## src/rtl/uart_echo_ctrl_pkg.sv

```systemverilog
// Shared encodings for the UART echo controller: transform modes and read-FSM states.
package uart_echo_ctrl_pkg;

  // Runtime transform selection, sampled when a word is written into the FIFO.
  typedef enum logic [1:0] {
    MODE_PASS = 2'b00,
    MODE_ADD  = 2'b01,
    MODE_INV  = 2'b10,
    MODE_SWAP = 2'b11
  } mode_e;

  // Read side: request a frame, wait for uart_tx to take it, wait for it to finish.
  typedef enum logic [1:0] {
    ST_IDLE  = 2'b00,
    ST_REQ   = 2'b01,
    ST_DRAIN = 2'b10
  } state_e;

  // Nibble swap is only defined for byte-wide words; other widths pass through.
  localparam int SWAP_W = 8;

endpackage

```

## src/rtl/uart_echo_ctrl_fifo.sv

```systemverilog
// echo_fifo: synchronous FIFO with level-derived full/empty and distributed-RAM storage.
// Pointers wrap naturally; a push on a full FIFO is only taken if a pop happens in the
// same cycle, so callers may present push/pop unqualified.
module echo_fifo #(
  parameter int DATA_W = 8,
  parameter int DEPTH  = 16,
  localparam int AW    = $clog2(DEPTH)
) (
  input  logic              clk,
  input  logic              reset_n,
  input  logic              push,
  input  logic [DATA_W-1:0] wr_data,
  input  logic              pop,
  output logic [DATA_W-1:0] rd_data,
  output logic [AW:0]       level,
  output logic              full,
  output logic              empty
);

  logic [DATA_W-1:0] mem [DEPTH];
  logic [AW-1:0]     wr_ptr_q, wr_ptr_d;
  logic [AW-1:0]     rd_ptr_q, rd_ptr_d;
  logic [AW:0]       level_q, level_d;
  logic              wr_en, rd_en;

  assign full  = (level_q == (AW+1)'(DEPTH));
  assign empty = (level_q == '0);
  assign level = level_q;

  // Head word is visible combinationally; no bypass from the write port.
  assign rd_data = mem[rd_ptr_q];

  // Qualify requests against occupancy and advance pointers / level.
  always_comb begin
    rd_en    = pop && !empty;
    wr_en    = push && (!full || rd_en);
    wr_ptr_d = wr_ptr_q;
    rd_ptr_d = rd_ptr_q;
    level_d  = level_q;
    if (wr_en) wr_ptr_d = wr_ptr_q + AW'(1);
    if (rd_en) rd_ptr_d = rd_ptr_q + AW'(1);
    case ({wr_en, rd_en})
      2'b10:   level_d = level_q + (AW+1)'(1);
      2'b01:   level_d = level_q - (AW+1)'(1);
      default: level_d = level_q;
    endcase
  end

  // Pointer and level state; contents are discarded on reset by zeroing the level.
  always_ff @(posedge clk or negedge reset_n) begin
    if (!reset_n) begin
      wr_ptr_q <= '0;
      rd_ptr_q <= '0;
      level_q  <= '0;
    end else begin
      wr_ptr_q <= wr_ptr_d;
      rd_ptr_q <= rd_ptr_d;
      level_q  <= level_d;
    end
  end

  // Storage array: no reset so it maps onto LUT RAM.
  always_ff @(posedge clk) begin
    if (wr_en) mem[wr_ptr_q] <= wr_data;
  end

endmodule

```

## src/rtl/uart_echo_ctrl.sv

```systemverilog
// uart_echo_ctrl: sits between uart_rx and uart_tx. Generates the shared baud enable,
// transforms each received word, queues it, and hands words to uart_tx one at a time
// over a level request/busy handshake. Also mirrors the last raw RX word on LEDs and
// flags words lost to a full queue.
module uart_echo_ctrl
  import uart_echo_ctrl_pkg::*;
#(
  parameter int DATA_W = 8,
  parameter int DEPTH  = 16,
  parameter int CK_DIV = 7,
  parameter int LED_W  = 8
) (
  input  logic                      clk,
  input  logic                      reset_n,
  output logic                      ck_en,
  input  logic                      rx_rdy,
  input  logic [DATA_W-1:0]         rx_data,
  input  logic [1:0]                mode,
  input  logic [DATA_W-1:0]         inc_val,
  output logic                      tx_en,
  output logic [DATA_W-1:0]         tx_data,
  input  logic                      tx_busy,
  output logic [LED_W-1:0]          led,
  output logic [$clog2(DEPTH):0]    fifo_level,
  output logic                      overflow,
  input  logic                      clr_ovf
);

  localparam int AW = $clog2(DEPTH);
  localparam int CW = $clog2(CK_DIV);

  logic [CW-1:0]     cnt_q, cnt_d;
  logic              ck_en_q, ck_en_d;
  logic [LED_W-1:0]  led_q, led_d;
  logic              ovf_q, ovf_d;
  logic              tx_en_q, tx_en_d;
  logic [DATA_W-1:0] tx_data_q, tx_data_d;
  state_e            state_q, state_d;

  logic [DATA_W-1:0] swap_w;
  logic [DATA_W-1:0] xf_data;
  logic [DATA_W-1:0] rd_data;
  logic [AW:0]       level;
  logic              full, empty;
  logic              pop;
  logic              drop;

  // Nibble swap only exists for byte words; wider/narrower words pass unchanged.
  generate
    if (DATA_W == SWAP_W) begin : g_swap
      assign swap_w = {rx_data[3:0], rx_data[7:4]};
    end else begin : g_noswap
      assign swap_w = rx_data;
    end
  endgenerate

  // Transform applied at write time so later mode changes never touch queued words.
  always_comb begin
    xf_data = rx_data;
    case (mode)
      MODE_ADD:  xf_data = rx_data + inc_val;
      MODE_INV:  xf_data = ~rx_data;
      MODE_SWAP: xf_data = swap_w;
      default:   xf_data = rx_data;
    endcase
  end

  echo_fifo #(
    .DATA_W (DATA_W),
    .DEPTH  (DEPTH)
  ) u_fifo (
    .clk     (clk),
    .reset_n (reset_n),
    .push    (rx_rdy),
    .wr_data (xf_data),
    .pop     (pop),
    .rd_data (rd_data),
    .level   (level),
    .full    (full),
    .empty   (empty)
  );

  // A word is lost only when full and the read side is not freeing a slot this cycle.
  assign drop = rx_rdy && full && !pop;

  // Baud divider, LED mirror and sticky overflow (set beats clear).
  always_comb begin
    ck_en_d = (cnt_q == CW'(CK_DIV - 1));
    cnt_d   = ck_en_d ? '0 : cnt_q + CW'(1);
    led_d   = rx_rdy ? rx_data[LED_W-1:0] : led_q;
    ovf_d   = ovf_q;
    if (drop)         ovf_d = 1'b1;
    else if (clr_ovf) ovf_d = 1'b0;
  end

  // FSM state register.
  always_ff @(posedge clk or negedge reset_n) begin
    if (!reset_n) state_q <= ST_IDLE;
    else          state_q <= state_d;
  end

  // FSM next-state: one word per request/busy/idle round trip.
  always_comb begin
    state_d = state_q;
    case (state_q)
      ST_IDLE:  if (!empty && !tx_busy) state_d = ST_REQ;
      ST_REQ:   if (tx_busy)            state_d = ST_DRAIN;
      ST_DRAIN: if (!tx_busy)           state_d = ST_IDLE;
      default:                          state_d = ST_IDLE;
    endcase
  end

  // FSM outputs: pop the head into the TX holding register and raise the request;
  // drop the request once uart_tx reports busy.
  always_comb begin
    pop       = 1'b0;
    tx_en_d   = tx_en_q;
    tx_data_d = tx_data_q;
    case (state_q)
      ST_IDLE: begin
        if (!empty && !tx_busy) begin
          pop       = 1'b1;
          tx_en_d   = 1'b1;
          tx_data_d = rd_data;
        end
      end
      ST_REQ:   if (tx_busy) tx_en_d = 1'b0;
      ST_DRAIN: tx_en_d = 1'b0;
      default:  tx_en_d = 1'b0;
    endcase
  end

  // Datapath registers; reset abandons any in-flight request immediately.
  always_ff @(posedge clk or negedge reset_n) begin
    if (!reset_n) begin
      cnt_q     <= '0;
      ck_en_q   <= 1'b0;
      led_q     <= '0;
      ovf_q     <= 1'b0;
      tx_en_q   <= 1'b0;
      tx_data_q <= '0;
    end else begin
      cnt_q     <= cnt_d;
      ck_en_q   <= ck_en_d;
      led_q     <= led_d;
      ovf_q     <= ovf_d;
      tx_en_q   <= tx_en_d;
      tx_data_q <= tx_data_d;
    end
  end

  assign ck_en      = ck_en_q;
  assign led        = led_q;
  assign overflow   = ovf_q;
  assign tx_en      = tx_en_q;
  assign tx_data    = tx_data_q;
  assign fifo_level = level;

endmodule

```

## config.mk

```make
export PLATFORM = sky130hd
export DESIGN_NAME = uart_echo_ctrl
export DESIGN_NICKNAME = d
export VERILOG_FILES = /design/src/rtl/uart_echo_ctrl_pkg.sv /design/src/rtl/uart_echo_ctrl_fifo.sv /design/src/rtl/uart_echo_ctrl.sv
export SDC_FILE = /design/constraint.sdc
export NUM_CORES = 1
export LEC_CHECK = 0
export ABC_CLOCK_PERIOD_IN_PS = 2700
export CORE_ASPECT_RATIO = 0.75
export CORE_MARGIN = 2
export CORE_UTILIZATION = 50
export DETAILED_ROUTE_END_ITERATION = 6
export GPL_ROUTABILITY_DRIVEN = 0
export PLACE_DENSITY = 0.69
export SLEW_MARGIN = 0
export SYNTH_ARGS = -nofsm -noshare
export SYNTH_HDL_FRONTEND = slang
export SYNTH_SLANG_ARGS = --single-unit
```

## constraint.sdc

```tcl
create_clock -name clk -period 2.7 [get_ports clk]
set_input_delay 0.54 -clock clk [delete_from_list [all_inputs] [get_ports clk]]
set_output_delay 0.54 -clock clk [all_outputs]
set_load 0.02 [all_outputs]
```

Word level (Yosys, flattened, before mapping)
Memories as Yosys holds them, arrays and structs flattened. A register that Yosys moved wholly into a read port is not among the register bits.
Cells that the tools add are included.

cells by class
  add/sub/neg operators = 6
  eq/ne operators = 12
  mux-type cells = 16
  bitwise gates (word level) = 1
  reductions and logical operators = 18

operators by type and width
  cell                 number
  $pmux 8 s3           1
  $pmux 5 s2           1
  $add 4x1->4 const B  2
  $add 8x8->8          1
  $eq 2x2->1 const B   4
  $mux 1               8
  $not 8->8            1
  $eq 2x1->1 const B   3
  $mux 2               3
  $ne 2x2->1 const B   3
  $pmux 2 s3           1
  $add 5x1->5 const B  1
  $eq 5x5->1 const B   1
  $logic_and 1x1->1    5
  $logic_not 1->1      5
  $logic_not 5->1      1
  $sub 5x1->5 const B  1
  $reduce_and 2->1     2
  $reduce_bool 2->1    2
  $add 3x1->3 const B  1
  $eq 3x3->1 const B   1
  $mux 3               1
  $reduce_and 3->1     1
  $logic_not 2->1      1
  other kinds (2)      2

storage, ports and cells
  flip-flop bits (word level) = 29
  memory bits (writable) = 128
  memories kept = 1

memory list
  name        depth  bits a word  read ports  clocked after Yosys merged registers in  write ports  RTL line                   source
  u_fifo.mem  16     8            1           1                                        1            uart_echo_ctrl_fifo.sv:20  logic [DATA_W-1:0] mem [DEPTH];

Logic depth before layout (Yosys ltp)
Gate-level depths: netlist (run 1).

  word-level depth = 10
  gate-level depth with buffers = 9
  mapped depth without buffers = 9

Hierarchy
From an unflattened synthesis (run 1), not the netlist that was laid out.

second synthesis, totals
  cells, all modules = 437
  area total of the unflattened synthesis = 7203.2 sq um

by module, submodules not included
  module          instances  cells an instance  area each (sq um)  seq. area each (sq um)
  echo_fifo       1          301                5774.3             4169.0
  uart_echo_ctrl  1          136                1428.9             600.6

Worst setup path before layout (run 1)
No wires, ideal clock.

  kind = input-to-reg
  start = in rx_data[0]
  end = mem u_fifo.mem[0][6] (data pin)
  library setup time = 0.330 ns
  data arrival time = 2.458 ns
  required time = 2.370 ns
  path slack = -0.088 ns
  stages = 7
  buffers on the path = 0
  cell sequence = ha_1 > fa_1 > a211oi_1 > o21bai_1 > a21oi_1 > xor2_1 > o21ai_0

between the ends
  longest elaborated chain between the ends = 2

RTL lines
  what                         RTL line                   source
  start: declaration           uart_echo_ctrl.sv:17       input logic [DATA_W-1:0] rx_data,
  $add 8x8->8                  uart_echo_ctrl.sv:61       MODE_ADD: xf_data = rx_data + inc_val;
  $pmux 8 s3                   uart_echo_ctrl.sv:60       case (mode)
  named net u_fifo.wr_data[6]  uart_echo_ctrl_fifo.sv:12  input logic [DATA_W-1:0] wr_data,
  end: declaration             uart_echo_ctrl_fifo.sv:20

The timed path passes the listed nets, and every way through them passes these cells.

Worst setup path in the final report (run 1)
  start = in rx_data[1]
  end = mem u_fifo.mem[13][7] (data pin)

The elaborated chain is that of the path after synthesis.

==> metrics.yaml, run 1 <==
area_growth_pct: 22.52
fin_crit_ns: 2.598
end_kind: "flop"
critical_path_class: "primary input to flop"
overflow: 0
max-vdd-ir-drop_mv: 0.6092
slew_viol_final: 0
vias_per_cell: 5.734
worst_pin_slew_ns: 0.7215
slowest_stage: "clkdlybuf4s50_1"
p_leak_uw: 0.003111
grt_usage: 0.2058
numPortBuffers: 46
setup_tns_ns: 0
dpl.hpwl_mm: 9.936
place_area_um2: 8013
powerDensity_nw_per_um2: 958.0
r2r-start: "u_fifo.level[2]$_DFFE_PN0P_"
hold_violations: 0
grt_pass1_wl_mm: 22.58
fin_area_um2: 8598
drive_above_1_share: 0.2495
critPathArrivalTime_ns: 2.86
core-area_um2: 13700
io_pins: 47
required_ns: 2.96
clk_pin_slew_worst_paths_ns: 0.06
rsz0062_at_grt: "no"
async_reset_ff_frac: 0.2242
dr_total_vias: 4037
initial_core_util: 0.5121
r2r_cells: 8
post_cts_resized: 3
postCtsSetupRepairBufs: 0
cpMostUsedCell: "buf_4"
critPathLaunchType: "primary input"
netlist_top_cells_count: "edfxtp_1 (128), dfrtp_1 (37), mux4_2 (32), nand2_1 (29), mux2i_1 (19)"
die_h_um: 106.6
die_area_um2: 15010
timing.slew.headroom: 0.5190
syn-cell-area_um2: 7018
cts_root_buffer: "clkbuf_16"
syn_avg_cell_area_um2: 16.67
cp-startpoint: "rx_data[1]"
ys_warn_count: 0
placementRows: 37
fmax_mhz: 384.9
grt_max_degree: 36
diodes: 0
first_global_vias: 4109
min_period_over_period: 0.9624
yosysTopAreaCell: "edfxtp_1"
antenna_found_initial: 0
critPathMaxFanout: 16
synth.area.top_cells: "edfxtp_1 (55%), dfrtp_1 (13%), mux4_2 (10%)"
syn-instance-count: 421
final_nets: 553
wl_per_cell_um: 20.53
routed_wl_mm: 14.46
finalSetupViolCount: 0
path_cells: "clkdlybuf4s50_1 -> ha_1 -> a211oi_1 -> buf_4 -> o211ai_1 -> a21o_1 -> and4_1 -> o31ai_1 -> buf_4"
firstDrtPassIters: 5
crit_family: "compound AO/OA/AOI/OAI gates"
ctsHoldBuffers: 0
path_buf_inv: 3
cts_max_level: 4
yosysUniqueCellTypes: 48
drc: 0
cts_buffers: 17
cp_num_cells: 9
seq_area_frac_synth: 0.6796
status: "completed"
finClkSkew_ns: 0.007248
chipWidth_um: 140.8
insertion_delay_ns: 0.42
drtAntennaViolNets: 0
hold_class: "primary input to asynchronous set/reset pin"
synth-edff-count: 128
clock_sinks: 165
max-cap-violations: 0
synth-seq-cells: 165
ys.flop_type: "edfxtp_1"
syn_nets: 458
clock_path_buffers: 2
drt_iter0_drc: 391
synthDominantCellAreaShare: 0.5477
yosysMostFrequentCell: "edfxtp_1"
max_stage_delay_ns: 0.43
cts_tree: "built"
logic make-up after synthesis:
group / after synthesis / share of synthesized area
flip-flops: 165 / 0.6796
AND/OR/NAND/NOR: 79 / 0.05652
multiplexers: 60 / 0.1448
AO/OA/AOI/OAI: 59 / 0.05741
buffers and inverters: 29 / 0.01694
XOR/XNOR: 15 / 0.01872
adder cells (fa/ha/maj): 14 / 0.02603
worst register-to-register path, delay by kind of cell (launching register included):
kind	cells	cell delay, ns
xor+xnor	1	0.15
simple gates	3	1.04
compound gates	3	0.39
flops	1	0.46
fa+ha+maj	1	0.23
power by group:
part	leakage, uW	internal (uW)	switching (uW)
registers	0.00161	3180	261
clock network	0.000281	1390	920
logic	0.00122	1210	1280
layout make-up:
type | instances | area (um2)
Clock buffer | 25 | 505.5
Clock inverter | 7 | 68.82
Fill cell | 984 | 5105
Inverter | 8 | 30.03
Multi-Input combinational cell | 227 | 2141
Sequential cell | 165 | 4771
Tap cell | 175 | 219.0
Timing Repair Buffer | 97 | 863.3
cell usage in the layout (no fill, tap or decap), types with 13 or more instances in the layout:
| cell | count |
|---|---|
| edfxtp_1 | 128 |
| buf_4 | 49 |
| clkdlybuf4s50_1 | 45 |
| dfrtp_1 | 36 |
| mux4_2 | 32 |
| nand2_1 | 29 |
| mux2i_1 | 19 |
| nor2_1 | 18 |
| clkbuf_16 | 17 |
| ha_1 | 13 |
state kept, by name, indices dropped and copies added (netlist names), 2 cells and up:
signal	count
u_fifo.mem	128
led	8
tx_data	8
u_fifo.level	5
u_fifo.rd_ptr_q	4
u_fifo.wr_ptr_q	4
cnt_q	3
state_q	2
worst paths after layout:
kind	end	slack, ns
max in group asynchronous	tx_data[3]$_DFFE_PN0N_	2.12
worst min register to register	cnt_q[0]$_DFF_PN0_	0.45
min in group clk	cnt_q[0]$_DFF_PN0_	0.45
worst min-delay path	led[6]$_DFFE_PN0P_	0.02
worst max register to register	u_fifo.level[4]$_DFFE_PN0P_	0.29
worst max-delay path	u_fifo.mem[13][7]$_DFFE_PP_	0.10
routing by layer:
metal	GRT usage	wire length [um]	vias to the layer above
li1	-	-	1840
met5	0	0	-
met1	0.2992	6693	2074
met3	0.04243	778	10
met4	0.06929	139	0
met2	0.3160	6844	113
stage by stage:
| step | cells | power [uW] | setup WS (ns) | hold WS [ns] | util |
|---|---|---|---|---|---|
| 6_report | 704 | 8237 | 0.1016 | 0.02113 | 0.6275 |
| 5_1_grt | 704 | 8622 | 0.01142 | 0.03007 | 0.6275 |
| 4_1_cts | 704 | 8314 | 0.1575 | 0.01945 | 0.6275 |
| 3_5_place_dp | 672 | 6006 | -0.5241 | 0.4404 | 0.5847 |
| 3_3_place_gp | 672 | 5929 | -0.4147 | 0.4323 | 0.5847 |
| 2_1_floorplan | 421 | 5096 | 0.01297 | 0.2444 | - |
No activity file was read; power rests on OpenSTA's default activity.
==> run 2: changes to the inputs <==
--- a/config.mk
+++ b/config.mk
@@ -9,6 +9,7 @@
 export CORE_ASPECT_RATIO = 0.75
 export CORE_MARGIN = 2
 export CORE_UTILIZATION = 50
+export CTS_CLUSTER_SIZE = 20
 export DETAILED_ROUTE_END_ITERATION = 6
 export GPL_ROUTABILITY_DRIVEN = 0
 export PLACE_DENSITY = 0.69
==> results of run 2 <==
Final layout, timing and power as in run 1 (identical DEF).
==> run 3: changes to the inputs <==
--- a/config.mk
+++ b/config.mk
@@ -8,11 +8,10 @@
 export ABC_CLOCK_PERIOD_IN_PS = 2700
 export CORE_ASPECT_RATIO = 0.75
 export CORE_MARGIN = 2
-export CORE_UTILIZATION = 50
+export CORE_UTILIZATION = 40
 export CTS_CLUSTER_SIZE = 20
 export DETAILED_ROUTE_END_ITERATION = 6
 export GPL_ROUTABILITY_DRIVEN = 0
-export PLACE_DENSITY = 0.69
 export SLEW_MARGIN = 0
 export SYNTH_ARGS = -nofsm -noshare
 export SYNTH_HDL_FRONTEND = slang
==> run 3 against run 2 <==
Core utilization shrank 11 points. Sequential power is essentially flat. Register-to-register slack is essentially flat. Clock power grew 5%.
==> metrics.yaml, run 3 (synthesis results as in run 1) <==
status: "completed"
mostFrequentLayoutCell: "edfxtp_1"
largest_reg_flops: 128  # unchanged
pre_cts_ws_ns: -0.4818  # +0.04233 ns
r2r_cells: 8  # unchanged
powerDensity_nw_per_um2: 960.5  # +0.26%
drc: 0  # unchanged
power_frac_seq: 0.409  # -0.008
vias_per_cell: 5.255  # -8.4%
min_period_over_period: 0.9490  # -0.01335
dpl.hpwl_mm: 10.24  # +3.0%
slew_viol_final: 0  # unchanged
cts_root_buffer: "clkbuf_16"
insertion_delay_ns: 0.42  # about the same
layout_setup_ws_ns: 0.1376  # +0.03605 ns
p_sw_uw: 2625  # +6.7%
first_global_vias: 4108  # -0.024%
critPathArrivalTime_ns: 2.71  # -0.15 ns
fin_crit_ns: 2.562  # -0.03605 ns
r2r_slack_ns: 0.30  # about the same
fin_area_um2: 8767  # +2.0%
worst_pin_slew_ns: 0.7045  # -0.01701 ns
firstDrtPassIters: 5  # unchanged
diodes: 0  # unchanged
pwr-share-clk: 0.288  # +0.008
place_area_um2: 8162  # +1.9%
grt_max_degree: 34  # -5.6%
grt_pass1_wl_mm: 23.73  # +5.1%
clk_pin_slew_worst_paths_ns: 0.07  # about the same
max-cap-violations: 0  # unchanged
dr_total_vias: 4062  # +0.62%
r2r-start: "u_fifo.level[1]$_DFFE_PN0P_"
critPathLaunchType: "primary input"
wl_per_cell_um: 19.51  # -5.0%
final_cell_mix: "edfxtp_1 (128), buf_4 (56), clkdlybuf4s50_1 (45)"
drive_above_1_share: 0.2663  # +0.01677
p_int_uw: 5795  # +0.33%
fmax_mhz: 390.3  # +1.4%
antenna_found_initial: 0  # unchanged
grt_usage: 0.1741  # -0.03171
die_area_um2: 18630  # +24%
p_leak_uw: 0.003160  # +1.6%
cts_max_level: 4  # unchanged
placementRows: 41  # +11%
final_nets: 561  # +1.4%
finalSetupViolCount: 0  # unchanged
critPathMaxFanout: 16  # unchanged
core-area_um2: 16980  # +24%
required_ns: 2.85  # -0.11 ns
cts_tree: "built"
pwr-share-comb: 0.303  # about the same
die_h_um: 118.7  # +11%
clock_path_buffers: 2  # unchanged
switching_share: 0.3118  # +0.01298
max-vdd-ir-drop_mv: 0.5607  # -7.9%
finClkSkew_ns: 0.01048  # +0.003227 ns
cts_buffers: 17  # unchanged
clock_sinks: 165  # unchanged
critical_path_class: "primary input to flop"
io_pins: 47  # unchanged
worst_r2r_endpoint: "u_fifo.level[4]$_DFFE_PN0P_"
timing.slew.headroom: 0.5303  # +0.01134
overflow: 0  # unchanged
chipWidth_um: 157.0  # +11%
drtAntennaViolNets: 0  # unchanged
routed_wl_mm: 15.08  # +4.3%
numPortBuffers: 46  # unchanged
hold_violations: 0  # unchanged
hold_class: "primary input to asynchronous set/reset pin"
n_fill_cell: 1382  # +40%
rsz0062_at_grt: "no"
initial_core_util: 0.4133  # -0.09884
drt_iter0_drc: 368  # -5.9%
end_kind: "flop"
top_register: "u_fifo.mem"
area_growth_pct: 24.92
==> run 3: worst max path at each step <==
stage                     from  cells past startpoint                           to
finish              rx_data[1]                      9  u_fifo.mem[13][6]$_DFFE_PP_
global route        rx_data[0]                      9   u_fifo.mem[4][6]$_DFFE_PP_
CTS                 rx_data[1]                      5   u_fifo.mem[6][1]$_DFFE_PP_
global placement    rx_data[1]                      7  u_fifo.mem[11][5]$_DFFE_PP_
floorplan           rx_data[2]                      6   u_fifo.mem[0][7]$_DFFE_PP_
detailed placement  rx_data[1]                      7  u_fifo.mem[10][5]$_DFFE_PP_
==> run 3: final cells by class <==
class,count,area [um2],share of cell area
repair buffers,105,935.9,0.1068
inverters,8,30.03,0.003425
clock inverters,15,171.4,0.01955
multi-input cells,227,2138,0.2439
clock buffers,17,425.4,0.04852
flip-flops and latches,165,4771,0.5442
well taps,236,295.3,0.03368
==> run 3: what timing repair did <==
item | CTS | global route
endpoints found under the hold margin | 0 | 0
setup endpoints to repair | 16 | 32
gates resized for setup | 1 | 2
setup buffers | 0 | 0
hold buffers | 0 | 0
==> run 3: routing by layer <==
| layer | global-route usage | vias to the layer above | wire [um] |
|---|---|---|---|
| met2 | 0.2621 | 140 | 7101 |
| met1 | 0.2610 | 2048 | 6933 |
| met4 | 0.04300 | 0 | 97 |
| met3 | 0.03374 | 8 | 946 |
| met5 | 0 | - | 0 |
| li1 | - | 1866 | - |
==> run 3: critical path, stage by stage <==
cell             delay (ns)
clkdlybuf4s50_1        0.46
buf_4                  0.17
fa_1                   0.47
a211oi_1               0.33
o21bai_1               0.11
a21oi_1                0.18
xor2_1                 0.17
o21ai_1                0.08
buf_4                  0.20
==> run 3: power groups by stage <==
stage	sequential (uW)	clock [uW]	combinational, uW
2_1_floorplan	3540	0	1560
3_3_place_gp	3470	0	2530
3_5_place_dp	3490	0	2570
4_1_cts	3440	2460	2590
5_1_grt	3490	2600	2770
6_report	3440	2430	2550
==> run 3: stage by stage <==
stage               hold slack, ns  setup TNS, ns  utilization  std cells  power, uW
floorplan                   0.2444              0            -        421       5096
global placement            0.4325         -17.89       0.4807        741       5995
detailed placement          0.4478         -25.67       0.4807        741       6063
CTS                         0.1304              0       0.5160        773       8498
global route                0.1521              0       0.5163        773       8859
finish                      0.1142              0       0.5163        773       8420
